--- src/rtl/alu_sequencer.sv ---
// Four-phase instruction sequencer (FETCH/DECODE/EXECUTE/WRITEBACK) that drives
// the ALU function select, register-file addresses and write enable.
module alu_sequencer #(
  parameter logic [7:0] RESET_PC = 8'h00,
  parameter logic [7:0] HALT_OP  = 8'hFF
) (
  input  logic       clk,
  input  logic       rst_n,
  input  logic       start,
  output logic       imem_rd_en,
  output logic [7:0] pc,
  input  logic [7:0] imem_data,
  output logic [2:0] alu_control,
  output logic [1:0] rf_ra1,
  output logic [1:0] rf_ra2,
  output logic [1:0] rf_wa,
  output logic       rf_we,
  input  logic       alu_zero,
  output logic       zero_flag,
  output logic       busy,
  output logic       halted
);

  typedef enum logic [2:0] {
    S_IDLE,
    S_FETCH,
    S_DECODE,
    S_EXECUTE,
    S_WRITEBACK,
    S_HALTED
  } state_t;

  state_t     r_state;
  logic [7:0] r_pc;
  logic [7:0] r_ir;
  logic       r_rd_en;
  logic       r_we;
  logic       r_zf;
  logic       r_busy;
  logic       r_halted;
  logic       w_drive_alu;

  always_ff @(posedge clk or negedge rst_n) begin
    if (!rst_n) begin
      r_state  <= S_IDLE;
      r_pc     <= RESET_PC;
      r_ir     <= 8'h00;
      r_rd_en  <= 1'b0;
      r_we     <= 1'b0;
      r_zf     <= 1'b0;
      r_busy   <= 1'b0;
      r_halted <= 1'b0;
    end else begin
      case (r_state)
        S_IDLE, S_HALTED: begin
          if (start) begin
            r_pc     <= RESET_PC;
            r_rd_en  <= 1'b1;
            r_busy   <= 1'b1;
            r_halted <= 1'b0;
            r_state  <= S_FETCH;
          end
        end
        S_FETCH: begin
          r_rd_en <= 1'b0;
          r_state <= S_DECODE;
        end
        S_DECODE: begin
          r_ir <= imem_data;
          if (imem_data == HALT_OP) begin
            r_busy   <= 1'b0;
            r_halted <= 1'b1;
            r_state  <= S_HALTED;
          end else begin
            r_state <= S_EXECUTE;
          end
        end
        S_EXECUTE: begin
          // Skip decision uses the flag left by the previous instruction
          r_we    <= ~(r_ir[0] & r_zf);
          r_state <= S_WRITEBACK;
        end
        S_WRITEBACK: begin
          if (r_we) r_zf <= alu_zero;
          r_we    <= 1'b0;
          r_pc    <= r_pc + 8'd1;
          r_rd_en <= 1'b1;
          r_state <= S_FETCH;
        end
        default: begin
          r_rd_en  <= 1'b0;
          r_we     <= 1'b0;
          r_busy   <= 1'b0;
          r_halted <= 1'b0;
          r_state  <= S_IDLE;
        end
      endcase
    end
  end

  // Operand/function fields come from the latched instruction, held through writeback
  assign w_drive_alu = (r_state == S_EXECUTE) || (r_state == S_WRITEBACK);

  assign alu_control = w_drive_alu ? r_ir[7:5] : 3'd0;
  assign rf_ra1      = w_drive_alu ? r_ir[4:3] : 2'd0;
  assign rf_ra2      = w_drive_alu ? r_ir[2:1] : 2'd0;
  assign rf_wa       = w_drive_alu ? r_ir[4:3] : 2'd0;
  assign rf_we       = r_we;
  assign imem_rd_en  = r_rd_en;
  assign pc          = r_pc;
  assign zero_flag   = r_zf;
  assign busy        = r_busy;
  assign halted      = r_halted;

endmodule

--- config.mk ---
export PLATFORM = sky130hd
export DESIGN_NAME = alu_sequencer
export DESIGN_NICKNAME = d
export VERILOG_FILES = /design/src/rtl/alu_sequencer.sv
export SDC_FILE = /design/constraint.sdc
export NUM_CORES = 1
export LEC_CHECK = 0
export ABC_AREA = 0
export ABC_CLOCK_PERIOD_IN_PS = 1840
export CAP_MARGIN = 5
export CORE_AREA = 2 2 55 57
export CTS_CLUSTER_DIAMETER = 200
export DETAILED_ROUTE_END_ITERATION = 10
export DIE_AREA = 0 0 57 59
export HOLD_SLACK_MARGIN = 0.1
export PLACE_DENSITY = 0.84
export SLEW_MARGIN = 10
export SYNTH_ARGS = -nofsm -noshare
export SYNTH_HDL_FRONTEND = slang
export SYNTH_SLANG_ARGS = --single-unit
--- constraint.sdc ---
create_clock -name clk -period 1.84 [get_ports clk]
set_input_delay 0.276 -clock clk [delete_from_list [all_inputs] [get_ports clk]]
set_output_delay 0.276 -clock clk [all_outputs]
set_load 0.005 [all_outputs]
==> out/metrics.yaml <==
status: "finished, violations left"
failed_checks: "setup timing"
initial_utilization: 0.452
drc: 0
slowest_stage: "dfrtp_1"
cts_buffer_depth: 2
cp_num_buf_inv: 3
sw_frac_of_total: 0.350
drv_slew: 0
crit_path_max_incr_delay_ns: 0.43
critPathKind: "register to primary output"
rr_worst_depth: 4
ys_seq_area_frac: 0.490
port_buffers: 33
routed_wl_um: 2710
clk_pin_slew_ns: 0.12
postSynthAreaPerCell_um2: 10.5
coreArea_mm2: 0.00271
regArea_um2: 601
rsz0062_at_grt: "true"
layout_min_cycle_time_ns: 1.97
via_per_inst: 5.51
top_usage_layer: "met2"
multi_input_area_um2: 567
cp_cell_sequence: "or3b_4 > o21ai_4 > buf_6 > buf_6 > and2_4 > buf_6"
via_count: 1063
crit_cells: 6
gp_congestion: 0.811
tns_ns: -0.408
drtAntennaViolNets: 0
numCtsBuffers: 3
layout.nets: 177
tritoncts: "yes"
final_cells: 193
grt_pass1_vias: 1052
antenna_found_initial: 0
setup_viol: 6
syn_nets: 130
num_io_pins: 34
synth_cell_types: 39
synth_seq_cells: 24
grtUsageMet3: 0.0546
slew_headroom: 0.655
rows: 19
hold_viol: 0
hp-class: "primary input to asynchronous set/reset pin"
grt_start_max_net_pins: 25
first_pass_iters: 4
drive_gt1_frac: 0.265
dieWidth_um: 57
cts.root.buffer_cell: "clkbuf_4"
leakagePower_nw: 0.729
use_met1: 0.195
min_period_over_period: 1.07
maxCapViolations: 0
critical_path.startpoint_type: "register"
wire_per_inst_um: 14.0
first_iter_violations: 20
endpoint_kind: "primary output"
max_freq_mhz: 509
p_int_mw: 1.61
reg2reg_slack_ns: 0.09
peakVddDrop_mv: 0.935
post-dp-hpwl_um: 2040
dieArea_mm2: 0.00336
worst_path_most_repeated_cell: "buf_6"
globalRouteTotalUtil: 0.178
cp.required_ns: 1.56
p_seq_frac: 0.352
synthCells: 117
h-tree-depth: 1
die-height_um: 59
worstMarginPinSlew_ns: 0.512
power.share.clock: 0.092
power_frac_comb: 0.556
grtUsageMet2: 0.322
critPathTopFamily: "simple AND/OR/NAND/NOR gates"
dp.cells: 184
yosysWarningCount: 0
clock_sinks: 24
power.switching_mw: 0.865
area_growth_pct: 38.4
worst-path-max-fanout: 4
skew_ns: 0.00187
power_density_mw_per_mm2: 1460
fillers: 241
arrival_ns: 1.69
dp_slack_ns: -0.243
fin_ws_ns: -0.126
synthesis.area_mm2: 0.00123
grt_pass1_wl_um: 4600
antenna_cells: 0
grt-ovfl-total: 0
clkLatencyLatePin_ns: 0.31
## area by class of cell
type / count / area share
Timing Repair Buffer: 50 / 0.265
Inverter: 5 / 0.0111
Sequential cell: 24 / 0.354
Tap cell: 31 / 0.0229
Multi-Input combinational cell: 80 / 0.334
Clock buffer: 3 / 0.0133
## synthesized netlist by cell type
| library cell | n | share of area |
|---|---|---|
| a221oi_1 | 1 | 0.0071 |
| o221ai_1 | 1 | 0.0071 |
| a21oi_1 | 7 | 0.029 |
| and2_1 | 7 | 0.036 |
| buf_4 | 2 | 0.012 |
| nand2b_1 | 1 | 0.0051 |
| dfrtp_1 | 24 | 0.49 |
| or2b_1 | 1 | 0.0061 |
| clkbuf_1 | 3 | 0.0092 |
| nand3_1 | 4 | 0.016 |
| nor3_1 | 2 | 0.0082 |
| o21a_1 | 1 | 0.0061 |
| o31ai_1 | 1 | 0.0061 |
| and3b_1 | 1 | 0.0071 |
| o41ai_1 | 1 | 0.0071 |
| or4_1 | 2 | 0.012 |
| nand2_1 | 8 | 0.024 |
| inv_1 | 4 | 0.012 |
| nor2_1 | 2 | 0.0061 |
| o21ai_0 | 8 | 0.033 |
| clkinv_1 | 1 | 0.0031 |
| nand4_1 | 2 | 0.010 |
| o211ai_1 | 4 | 0.024 |
| or3_1 | 1 | 0.0051 |
| buf_6 | 1 | 0.0092 |
| a31o_2 | 1 | 0.0071 |
| nor3b_1 | 2 | 0.012 |
| clkbuf_8 | 1 | 0.011 |
| a31oi_1 | 1 | 0.0051 |
| or3b_4 | 1 | 0.0092 |
| ha_1 | 1 | 0.010 |
| o22ai_1 | 3 | 0.015 |
| o2bb2ai_1 | 1 | 0.0071 |
| buf_2 | 1 | 0.0041 |
| mux2i_1 | 3 | 0.024 |
| xnor2_1 | 1 | 0.0071 |
| mux2_2 | 9 | 0.083 |
| nor4_1 | 1 | 0.0051 |
| xor2_1 | 1 | 0.0071 |
## power groups by stage
stage / registers (mW) / clock network (mW) / logic [mW]
after global routing: 0.898 / 0.260 / 1.52
after CTS: 0.872 / 0.235 / 1.36
after floorplan: 0.859 / 0 / 0.722
after detailed placement: 0.890 / 0 / 1.23
after global placement: 0.878 / 0 / 1.20
final: 0.870 / 0.226 / 1.37
## state kept, by name, summed over array words and instances, names as in the netlist
signal	count
r_ir	8
zero_flag	1
r_state	3
imem_rd_en	1
pc	8
halted	1
rf_we	1
busy	1
## path summary, 6_finish.rpt
path	start	end
worst max-delay path	r_state[1]	rf_ra1[1]
worst min-delay path	rst_n	pc[6]
worst max register to register	r_state[1]	pc[5]
worst min register to register	pc[7]	pc[7]
max in group asynchronous	rst_n	r_ir[2]
min in group clk	pc[7]	pc[7]
## per-stage QoR
step	power, mW	hold WS, ns	area (um^2)	util
5_1_grt	2.67	0.304	1700	0.626
4_1_cts	2.47	0.304	1680	0.621
6_report	2.47	0.302	1700	0.626
3_5_place_dp	2.12	0.475	1620	0.598
2_1_floorplan	1.58	-0.0196	1230	-
3_3_place_gp	2.08	0.467	1620	0.598
## cell usage in the layout (no fill, tap or decap), types with 3 or more instances in the layout
master,n
o211ai_1,4
dfrtp_1,24
clkdlybuf4s50_1,24
buf_2,5
mux2i_1,3
nand3_1,4
o21ai_0,7
inv_1,4
nand2_1,8
a21oi_1,7
buf_4,14
clkbuf_4,3
mux2_2,9
o22ai_1,3
buf_6,7
and2_1,5
## timing repair
item	4_1_cts	5_1_grt
gates resized for setup	48	1
pin swaps	6	0
hold buffers	0	0
setup endpoints to repair	9	9
hold endpoints to repair	0	0
setup buffers	5	1
## cells by family (layout without fill, tap and decap cells)
family                     after synthesis  after routing  share of synthesized area
AOI/OAI and AO/OA                       30             30                      0.154
xor gates and xnor gates                 2              2                     0.0143
adders and majority gates                1              1                     0.0102
buffers and inverters                   13             58                     0.0612
DFF                                     24             24                      0.490
muxes                                   12             12                      0.107
and+or+nand+nor                         35             35                      0.163
## metal layers
metal	vias up	share of wire
li1	520	-
met1	498	0.39
met2	41	0.53
met3	4	0.071
met4	0	0.013
met5	-	0
Note: power is estimated with default switching activity, not from simulation.
